`src/rtl/iter_mag_cmp_if.sv`:
```
// Purpose: start/result bundle between a compare requester and iter_mag_cmp.
// Latency: none, wires only.
// Backpressure: requester must watch busy; start is ignored while busy=1.
interface iter_mag_cmp_if #(
    parameter int WIDTH = 16
);
    logic             start;
    logic             signed_mode;
    logic [WIDTH-1:0] n1;
    logic [WIDTH-1:0] n2;
    logic             busy;
    logic             done;
    logic             eq;
    logic             lt;
    logic             gt;

    modport master (
        output start, signed_mode, n1, n2,
        input  busy, done, eq, lt, gt
    );

    modport slave (
        input  start, signed_mode, n1, n2,
        output busy, done, eq, lt, gt
    );
endinterface

```
`src/rtl/iter_mag_cmp.sv`:
```
// Purpose: multi-cycle eq/lt/gt magnitude compare, CHUNK bits per cycle MSB first, early exit on first difference.
// Latency: done 1..NCH edges after the accepting edge (deciding chunk index + 1).
// Backpressure: start ignored while busy; result flags held until the next accepted start.
module iter_mag_cmp #(
    parameter int WIDTH = 16,
    parameter int CHUNK = 4
) (
    input  logic           clk,
    input  logic           rst,
    iter_mag_cmp_if.slave  bus
);
    localparam int NCH = WIDTH / CHUNK;
    localparam int IW  = (NCH > 1) ? $clog2(NCH) : 1;
    localparam logic [IW-1:0] LAST_IDX = IW'(NCH - 1);

    typedef enum logic {IDLE, RUN} state_t;

    state_t           state;
    state_t           state_nxt;
    logic [WIDTH-1:0] a_sr;
    logic [WIDTH-1:0] b_sr;
    logic [IW-1:0]    idx;
    logic             done_q;
    logic             eq_q;
    logic             lt_q;
    logic             gt_q;
    logic [CHUNK-1:0] a_chk;
    logic [CHUNK-1:0] b_chk;
    logic             chunk_ne;
    logic             load;
    logic             decide;

    // Operands shift left once per cycle, so the chunk under test is always the top one.
    assign a_chk    = a_sr[WIDTH-1 -: CHUNK];
    assign b_chk    = b_sr[WIDTH-1 -: CHUNK];
    assign chunk_ne = (a_chk != b_chk);

    // State register.
    always_ff @(posedge clk) begin
        if (rst) begin
            state <= IDLE;
        end else begin
            state <= state_nxt;
        end
    end

    // Next state: accept start only in IDLE; leave RUN on the first differing chunk or the last chunk.
    always_comb begin
        state_nxt = state;
        load      = 1'b0;
        decide    = 1'b0;
        case (state)
            IDLE: begin
                if (bus.start) begin
                    load      = 1'b1;
                    state_nxt = RUN;
                end
            end
            RUN: begin
                if (chunk_ne || (idx == LAST_IDX)) begin
                    decide    = 1'b1;
                    state_nxt = IDLE;
                end
            end
            default: state_nxt = IDLE;
        endcase
    end

    // Datapath: capture (with sign-bit flip to offset binary for signed mode), shift, and result flags.
    always_ff @(posedge clk) begin
        if (rst) begin
            a_sr   <= '0;
            b_sr   <= '0;
            idx    <= '0;
            done_q <= 1'b0;
            eq_q   <= 1'b0;
            lt_q   <= 1'b0;
            gt_q   <= 1'b0;
        end else begin
            done_q <= decide;
            if (load) begin
                a_sr <= bus.n1 ^ {bus.signed_mode, {(WIDTH-1){1'b0}}};
                b_sr <= bus.n2 ^ {bus.signed_mode, {(WIDTH-1){1'b0}}};
                idx  <= '0;
                eq_q <= 1'b0;
                lt_q <= 1'b0;
                gt_q <= 1'b0;
            end else if (decide) begin
                eq_q <= !chunk_ne;
                gt_q <= chunk_ne && (a_chk > b_chk);
                lt_q <= chunk_ne && (a_chk < b_chk);
            end else if (state == RUN) begin
                a_sr <= a_sr << CHUNK;
                b_sr <= b_sr << CHUNK;
                idx  <= idx + 1'b1;
            end
        end
    end

    assign bus.busy = (state == RUN);
    assign bus.done = done_q;
    assign bus.eq   = eq_q;
    assign bus.lt   = lt_q;
    assign bus.gt   = gt_q;
endmodule

```
`src/flat_wrapper.sv`:
```
// flat-port wrapper written by rule: the top's interface ports become plain ports
module iter_mag_cmp_flat 
#(
    parameter int WIDTH = 16,
    parameter int CHUNK = 4
)
  (clk, rst, bus_start, bus_signed_mode, bus_n1, bus_n2, bus_busy, bus_done, bus_eq, bus_lt, bus_gt);
  iter_mag_cmp_if #(.WIDTH(WIDTH)) bus_i ();
  input  logic clk;
  input  logic rst;
  input wire logic [$bits(bus_i.start)-1:0] bus_start;
  input wire logic [$bits(bus_i.signed_mode)-1:0] bus_signed_mode;
  input wire logic [$bits(bus_i.n1)-1:0] bus_n1;
  input wire logic [$bits(bus_i.n2)-1:0] bus_n2;
  output wire logic [$bits(bus_i.busy)-1:0] bus_busy;
  output wire logic [$bits(bus_i.done)-1:0] bus_done;
  output wire logic [$bits(bus_i.eq)-1:0] bus_eq;
  output wire logic [$bits(bus_i.lt)-1:0] bus_lt;
  output wire logic [$bits(bus_i.gt)-1:0] bus_gt;
  assign bus_i.start = bus_start;
  assign bus_i.signed_mode = bus_signed_mode;
  assign bus_i.n1 = bus_n1;
  assign bus_i.n2 = bus_n2;
  assign bus_busy = bus_i.busy;
  assign bus_done = bus_i.done;
  assign bus_eq = bus_i.eq;
  assign bus_lt = bus_i.lt;
  assign bus_gt = bus_i.gt;
  iter_mag_cmp #(.WIDTH(WIDTH), .CHUNK(CHUNK)) u_core (.clk(clk), .rst(rst), .bus(bus_i));
endmodule
```
`config.mk`:
```
export PLATFORM = sky130hd
export DESIGN_NAME = iter_mag_cmp_flat
export DESIGN_NICKNAME = d
export VERILOG_FILES = /design/src/rtl/iter_mag_cmp_if.sv /design/src/rtl/iter_mag_cmp.sv /design/src/flat_wrapper.sv
export SDC_FILE = /design/constraint.sdc
export NUM_CORES = 1
export LEC_CHECK = 0
export ABC_AREA = 1
export CELL_PAD_IN_SITES_DETAIL_PLACEMENT = 0
export CELL_PAD_IN_SITES_GLOBAL_PLACEMENT = 1
export CORE_ASPECT_RATIO = 1.25
export CORE_MARGIN = 2
export CORE_UTILIZATION = 36
export CTS_CLUSTER_DIAMETER = 200
export CTS_CLUSTER_SIZE = 25
export DETAILED_ROUTE_END_ITERATION = 6
export PLACE_DENSITY_LB_ADDON = 0.1
export SYNTH_ARGS = -nofsm -noshare
export SYNTH_HDL_FRONTEND = slang
export SYNTH_SLANG_ARGS = --single-unit
```
`constraint.sdc`:
```
create_clock -name clk -period 2 [get_ports clk]
set_clock_uncertainty 0.1 [all_clocks]
set_input_delay 0.2 -clock clk [delete_from_list [all_inputs] [get_ports clk]]
set_output_delay 0.2 -clock clk [all_outputs]
set_load 0.01 [all_outputs]
```
**Word-level counts from Yosys, hierarchy flattened**

Cells that the tools add are included.

- $add $sub $neg: 1
- Magnitude comparators: 2
- Equal/unequal tests: 3
- Mux-type cells: 12
- Bitwise logic cells: 4
- Reductions and logical operators: 8

Operator list:

| operator | count |
|---|---|
| 16-bit 2-to-1 mux | 6 |
| 16-bit bitwise XOR | 2 |
| 1-bit 2-to-1 mux | 5 |
| 4-bit greater-than comparator | 1 |
| 4-bit < comparator | 1 |
| 4-bit inequality test | 1 |
| 2-bit AND reduction | 2 |
| 2-bit by 1-bit adder with 2-bit output (second input constant) | 1 |
| 2-bit == test (second input constant) | 1 |
| 1-bit logical AND | 2 |
| 2-bit by 1-bit inequality test with 1-bit output (second input constant) | 1 |
| 1-bit NOT | 2 |
| 1-bit case mux with 2 select lines | 1 |
| 2-bit nonzero test | 1 |
| 2-bit OR reduction | 1 |
| 1-bit logical NOT | 1 |
| 1-bit logical OR | 1 |

- Register bits: 39
- Output and inout port bits: 5
- Word-level logic and storage cells: 38

**Logic depth before layout (Yosys ltp)**

Gate-level depths: netlist of the first run.

- Word-level depth: 6
- Depth in mapped cells: 9
- Mapped depth without buffers: 9

**Worst setup path before layout of the first run**

No wires, ideal clock.

- Path type: register to register
- Start: reg u_core.b_sr[15]
- End: reg u_core.a_sr[10]
- Arrival time: 1.305 ns
- Slack: 0.463 ns
- Stages on the path, launching flop included: 9
- Period minus slack after synthesis: 1.537 ns
- Cells stage by stage: dfxtp_1 inv_1 ha_1 nand2_1 nor2_4 nand3_4 buf_2 nand3_1 a21oi_1

- Cells in the longest elaborated chain, start to end: 6

Ends and longest elaborated chain:

| item | RTL line | RTL |
|---|---|---|
| start: declaration | iter_mag_cmp.sv:21 | `logic [WIDTH-1:0] b_sr;` |
| start signal: assignment | iter_mag_cmp.sv:83 | `b_sr <= bus.n2 ^ {bus.signed_mode, {(WIDTH-1){1'b0}}};` |
| start signal: assignment | iter_mag_cmp.sv:94 | `b_sr <= b_sr << CHUNK;` |
| 4-bit inequality test | iter_mag_cmp.sv:36 | `assign chunk_ne = (a_chk != b_chk);` |
| 1-bit logical OR | iter_mag_cmp.sv:60 | `if (chunk_ne \|\| (idx == LAST_IDX)) begin` |
| 1-bit 2-to-1 mux | iter_mag_cmp.sv:60 |  |
| 1-bit 2-to-1 mux | iter_mag_cmp.sv:52 | `case (state)` |
| 2-bit by 1-bit inequality test with 1-bit output (no source line) | n/a |  |
| 2-bit AND reduction (no source line) | n/a |  |
| end signal: assignment | iter_mag_cmp.sv:82 | `a_sr <= bus.n1 ^ {bus.signed_mode, {(WIDTH-1){1'b0}}};` |
| end signal: assignment | iter_mag_cmp.sv:93 | `a_sr <= a_sr << CHUNK;` |
| end: declaration | iter_mag_cmp.sv:20 | `logic [WIDTH-1:0] a_sr;` |

No other way between the ends.
A chain may end at the register's enable or synchronous reset.

**Worst setup path in the final report of the first run**

- Start: reg u_core.b_sr[15]
- End: reg u_core.a_sr[15]

Same word-level chain as after synthesis.

==> impl_metrics.env, run 1 <==
export IMPL_status="completed"
export IMPL_dpl_cell_count=369
export IMPL_ys_types=22
export IMPL_syn_avg_cell_area_um2=6.96
export IMPL_hold_ws_ps=363
export IMPL_htreeDepth=2
export IMPL_synth_seq_cells=39
export IMPL_p_per_area_nw_per_um2=799
export IMPL_yosysSeqAreaShare_pct=40.2
export IMPL_ctsResizeCount=0
export IMPL_fin_crit_ps=1830
export IMPL_gr_total_overflow=0
export IMPL_stdcell_area_um2=2450
export IMPL_final_net_count=355
export IMPL_cp_required_ps=2090
export IMPL_cts_root_buf="clkbuf_8"
export IMPL_vias=1765
export IMPL_synth_nets=320
export IMPL_synth_cells=279
export IMPL_synth_top_area_share_pct=40.2
export IMPL_die_area_um2=6000
export IMPL_ff_latch_area_um2=781
export IMPL_drv_slew=0
export IMPL_setup_viol=0
export IMPL_cts_tree="built"
export IMPL_antenna_cells=0
export IMPL_irDropWorstVdd_uv=382
export IMPL_cp_start_kind="register"
export IMPL_dp_hpwl_um=2850
export IMPL_gp_congestion=0.736
export IMPL_postLayoutCoreUtil_pct=47.5
export IMPL_die_w_um=69.7
export IMPL_cts_buffers=5
export IMPL_drcViolationCount=0
export IMPL_netlist_area_um2=1940
export IMPL_antenna_left=0
export IMPL_final_hold_violation_count=0
export IMPL_arrival_ps=1920
export IMPL_ctsHoldBuffers=0
export IMPL_core_um2=5150
export IMPL_crit_path_end_kind="register"
export IMPL_dr_pass1_iters=5
export IMPL_critPathMaxStageDelay_ps=330
export IMPL_leakagePower_nw=1.03
export IMPL_crit_fanout=24
export IMPL_synth_yosys_warnings=0
export IMPL_max_cap_violations=0
export IMPL_grt_pass1_vias=1632
export IMPL_yosys_area_top_type="dfxtp_1"
export IMPL_die_h_um=86.1
export IMPL_synth_area_leaders="dfxtp_1 (40%), nand2_1 (23%), a21oi_1 (9.5%)"
export IMPL_crit_chain="inv_1 > ha_1 > nand2_1 > nor2_4 > nand3_4 > nand2_4 > inv_1 > nor2_1 > nor2_1"
export IMPL_clock_latency_ps=290
export IMPL_placed_area_um2=2350
export IMPL_std_cell_rows=29
export IMPL_io_buffers=40
export IMPL_worst_pin_slew_ps=317
export IMPL_period_share_pct=91.7
export IMPL_worstSetupPathType="register to register"
export IMPL_wl_per_cell_um=11.4
export IMPL_totalPowerFinal_mw=1.96
export IMPL_viasPerCell=4.69
export IMPL_n_fill_cell=580
export IMPL_initial_core_util_pct=37.7
export IMPL_rsz0062_at_grt="false"
export IMPL_syn_to_final_growth_pct=26.1
export IMPL_clk_pin_slew_worst_paths_ps=80
export IMPL_track_usage_pct=15.3
export IMPL_slew_headroom_pct=78.8
export IMPL_final_cells=376
export IMPL_clk_path_buf_depth=2
export IMPL_clock_sinks=39
export IMPL_crit_family="simple AND/OR/NAND/NOR gates"
export IMPL_multi_input_area_um2=966
export IMPL_worst_path_buf_inv=2
export IMPL_ios=41
export IMPL_dp_worst_setup_slack_ps=146
export IMPL_hold_path_class="register to register"
export IMPL_slowest_stage="dfxtp_1"
export IMPL_grt_antenna_before_repair=0
export IMPL_r2r_slack_ps=170
export IMPL_drt_iter0_markers=120
export IMPL_finalWorstSetupSlack_ps=167
export IMPL_cts_setup_buffers=0
export IMPL_wl_um=4280
export IMPL_finalSetupTns_ps=0
export IMPL_grt_pass1_wl_um=7410
export IMPL_grt_start_max_net_pins=41
export IMPL_max_freq_mhz=545
export IMPL_layout_drive_gt1_share_pct=6.05
## flip-flops by register name (all words and copies together) (netlist names)
register and count:
u_core.idx 2, u_core.bus.eq 1, u_core.a_sr 16, u_core.bus.done 1, u_core.bus.gt 1, u_core.bus.busy 1, u_core.bus.lt 1, u_core.b_sr 16
## cells in the mapped netlist
cell / count
buf_4: 2
nand3_1: 34
nor2_1: 5
buf_12: 1
or2_2: 1
nor2_4: 1
nand2_1: 117
dfxtp_1: 39
nand3b_1: 1
nor3_1: 1
buf_6: 3
inv_1: 12
nand3_4: 1
clkbuf_1: 4
inv_2: 2
a21oi_1: 37
buf_8: 2
buf_2: 6
ha_1: 5
o21bai_1: 1
nand4_1: 2
nand2_4: 2
## tightest hold or removal path, delay by kind of cell, from the launching register on
family / cells / cell delay (ps)
DFF: 1 / 310
AOI/OAI and AO/OA: 1 / 50
and+or+nand+nor: 1 / 60
## layout by cell type, fill, tap and decap left out
cell / instances
buf_12: 2
ha_1: 5
nand2_4: 2
a21oi_1: 37
nand3_4: 1
nand4_1: 2
buf_4: 4
nor2_4: 1
clkbuf_1: 1
nor3_1: 1
inv_2: 2
nand2_1: 117
clkdlybuf4s50_1: 40
nand3b_1: 1
or2_2: 1
o21bai_1: 1
inv_1: 12
nand3_1: 34
dfxtp_1: 39
bufinv_16: 1
nor2_1: 5
clkbuf_8: 5
## report_power, final
part           internal (mW)  total (mW)  switching (mW)
registers              0.835       0.867          0.0321
logic                  0.199       0.460           0.261
clock network          0.366       0.632           0.266
## area by class of cell
class / instances / share of cell area (%)
Sequential cell: 39 / 31.9
Inverter: 14 / 2.15
Clock inverter: 1 / 1.23
Clock buffer: 6 / 2.96
Timing Repair Buffer: 46 / 19.2
Multi-Input combinational cell: 208 / 39.4
Tap cell: 62 / 3.17
## logic make-up after synthesis
kind of cell    synth area share, %
compound gates                 9.92
flops                          40.2
buf+inv                        10.1
fa+ha+maj                      3.22
simple gates                   36.6
## metal layers
| layer | GRT usage [%] | vias to the layer above | part of all wire, % |
|---|---|---|---|
| met1 | 19.6 | 769 | 48 |
| met4 | 5.24 | 0 | 1.1 |
| met3 | 3.29 | 5 | 3.6 |
| li1 | - | 963 | - |
| met2 | 25.7 | 28 | 47 |
| met5 | 0 | - | 0 |
## path summary, 6_finish.rpt
| check | end | from | cells past startpoint |
|---|---|---|---|
| worst max-delay path | u_core.a_sr[15] | u_core.b_sr[15] | 9 |
| worst min-delay path | u_core.bus.gt | u_core.bus.gt | 2 |
| worst max register to register | u_core.a_sr[15] | u_core.b_sr[15] | 9 |
| worst min register to register | u_core.bus.gt | u_core.bus.gt | 2 |
(Power assumes the default switching activity.)
==> run 2: changes to the inputs <==
--- a/config.mk
+++ b/config.mk
@@ -14,7 +14,9 @@
 export CTS_CLUSTER_DIAMETER = 200
 export CTS_CLUSTER_SIZE = 25
 export DETAILED_ROUTE_END_ITERATION = 6
+export HOLD_SLACK_MARGIN = 0.1
 export PLACE_DENSITY_LB_ADDON = 0.1
+export REMOVE_ABC_BUFFERS = 1
 export SYNTH_ARGS = -nofsm -noshare
 export SYNTH_HDL_FRONTEND = slang
 export SYNTH_SLANG_ARGS = --single-unit
==> impl_metrics.env, run 2 (synthesis results as in run 1) <==
export IMPL_crit_path_end_kind="register"
export IMPL_top_regs="u_core.a_sr (16), u_core.b_sr (16), u_core.idx (2)"
export IMPL_gr_total_overflow=0
export IMPL_viasPerCell=4.67
export IMPL_finalSetupTns_ps=0
export IMPL_timing_rr_start="u_core.b_sr[15]"
export IMPL_ctsResizeCount=0
export IMPL_die_h_um=86.1
export IMPL_grt_pass1_vias=1618
export IMPL_track_usage_pct=15.4
export IMPL_io_buffers=40
export IMPL_htreeDepth=2
export IMPL_n_fill_cell=560
export IMPL_p_per_area_nw_per_um2=779
export IMPL_clk_pin_slew_worst_paths_ps=70
export IMPL_core_um2=5150
export IMPL_worst_pin_slew_ps=361
export IMPL_irDropWorstVdd_uv=358
export IMPL_crit_chain="inv_1 > ha_1 > nand2_1 > nor2_4 > nand3_4 > nand2_4 > buf_4 > nand2_1 > a21oi_1"
export IMPL_std_cell_rows=29
export IMPL_stdcell_area_um2=2440
export IMPL_cp_depth=9
export IMPL_layout_drive_gt1_share_pct=6.65
export IMPL_max_cap_violations=0
export IMPL_cts_tree="built"
export IMPL_endpoint="u_core.a_sr[10]"
export IMPL_drcViolationCount=0
export IMPL_drv_slew=0
export IMPL_worstSetupPathType="register to register"
export IMPL_critPathMaxStageDelay_ps=330
export IMPL_drt_iter0_markers=61
export IMPL_final_hold_violation_count=0
export IMPL_grt_pass1_wl_um=7500
export IMPL_cp_start_kind="register"
export IMPL_antenna_cells=0
export IMPL_status="completed"
export IMPL_postLayoutCoreUtil_pct=47.4
export IMPL_r2r_end="u_core.a_sr[10]"
export IMPL_clock_latency_ps=290
export IMPL_gp_congestion=0.726
export IMPL_clk_path_buf_depth=2
export IMPL_grt_start_max_net_pins=35
export IMPL_max_freq_mhz=566
export IMPL_rsz0062_at_grt="false"
export IMPL_worst_path_buf_inv=2
export IMPL_grt_antenna_before_repair=0
export IMPL_die_w_um=69.7
export IMPL_vias=1765
export IMPL_initial_core_util_pct=37.7
export IMPL_cts_root_buf="clkbuf_8"
export IMPL_final_cell_mix="nand2_1 (117), clkdlybuf4s50_1 (40), dfxtp_1 (39), a21oi_1 (37), nand3_1 (34)"
export IMPL_crit_family="simple AND/OR/NAND/NOR gates"
export IMPL_cts_setup_buffers=0
export IMPL_slowest_stage="dfxtp_1"
export IMPL_hold_path_class="primary input to register"
export IMPL_crit_fanout=19
export IMPL_fin_crit_ps=1770
export IMPL_dr_pass1_iters=4
export IMPL_placed_area_um2=2340
export IMPL_setup_viol=0
export IMPL_die_area_um2=6000
export IMPL_cts_buffers=5
export IMPL_period_share_pct=88.3
export IMPL_slew_headroom_pct=76.0
export IMPL_cpMostUsedCell="nand2_1"
export IMPL_r2r_slack_ps=230
export IMPL_ios=41
export IMPL_mostFrequentLayoutCell="nand2_1"
export IMPL_syn_to_final_growth_pct=25.7
export IMPL_antenna_left=0
export IMPL_arrival_ps=1880
export IMPL_clock_sinks=39
export IMPL_leakagePower_nw=1.03
export IMPL_wl_um=4060
export IMPL_reg2reg_depth=9
export IMPL_ctsHoldBuffers=0
export IMPL_dp_hpwl_um=2750
export IMPL_cp_required_ps=2120
export IMPL_setup_worst_path_start="u_core.b_sr[15]"
export IMPL_final_net_count=356
export IMPL_wl_per_cell_um=10.8
export IMPL_totalPowerFinal_mw=1.90
## run 2: cell count changes in the layout (fill, tap and decap cells not counted), sizes merged
cell and change:
bufinv -1, buf +1, clkbuf +2
## run 2: final cells by class
cell class                      count  area (µm²)  share of cell area (%)
Sequential cell                    39         781                    32.0
Inverter                           14        52.6                    2.15
Timing Repair Buffer               47         465                    19.1
Clock buffer                        8         100                    4.10
Tap cell                           62        77.6                    3.18
Multi-Input combinational cell    208         966                    39.5
## run 2: worst reg2reg max path, cell delays in order, from the launching register on
cell	delay, ps
dfxtp_1	330
inv_1	50
ha_1	290
nand2_1	110
nor2_4	190
nand3_4	90
nand2_4	190
buf_4	190
nand2_1	60
a21oi_1	100
## run 2: how the worst min path moves through the flow
| stage | start | end | slack [ps] | depth (start not counted) |
|---|---|---|---|---|
| detailed placement | u_core.bus.gt | u_core.bus.gt | 360 | 2 |
| finish | bus_n2[3] | u_core.b_sr[3] | 360 | 3 |
| global route | bus_n1[2] | u_core.a_sr[2] | 380 | 3 |
| CTS | bus_n2[3] | u_core.b_sr[3] | 360 | 3 |
| floorplan | rst | u_core.a_sr[0] | 170 | 1 |
| global placement | u_core.bus.gt | u_core.bus.gt | 350 | 2 |
## run 2: per-stage QoR
stage          instances  setup WS (ps)  hold slack, ps
2_1_floorplan        261            191             169
3_3_place_gp         370            287             354
3_5_place_dp         370            240             358
4_1_cts              378            213             355
5_1_grt              378           45.0             379
6_report             378            234             364
## run 2: per-layer routing
| layer | GRT usage, % | part of all wire [%] | wire (µm) | vias to the layer above |
|---|---|---|---|---|
| met5 | 0 | 0 | 0 | - |
| met4 | 6.29 | 1.6 | 64 | 0 |
| met3 | 2.82 | 2.9 | 118 | 6 |
| met2 | 25.7 | 48 | 1970 | 28 |
| met1 | 19.5 | 47 | 1910 | 770 |
| li1 | - | - | - | 961 |
## run 2: where the power goes
group	internal, mW	switching (mW)
combinational	0.199	0.258
sequential	0.835	0.0314
clock	0.315	0.265
total	1.35	0.555
==> run 3: changes to the inputs <==
--- a/config.mk
+++ b/config.mk
@@ -16,7 +16,6 @@
 export DETAILED_ROUTE_END_ITERATION = 6
 export HOLD_SLACK_MARGIN = 0.1
 export PLACE_DENSITY_LB_ADDON = 0.1
-export REMOVE_ABC_BUFFERS = 1
 export SYNTH_ARGS = -nofsm -noshare
 export SYNTH_HDL_FRONTEND = slang
 export SYNTH_SLANG_ARGS = --single-unit
==> results of run 3 <==
The final DEF is identical to that of run 1; final timing and power are the same.
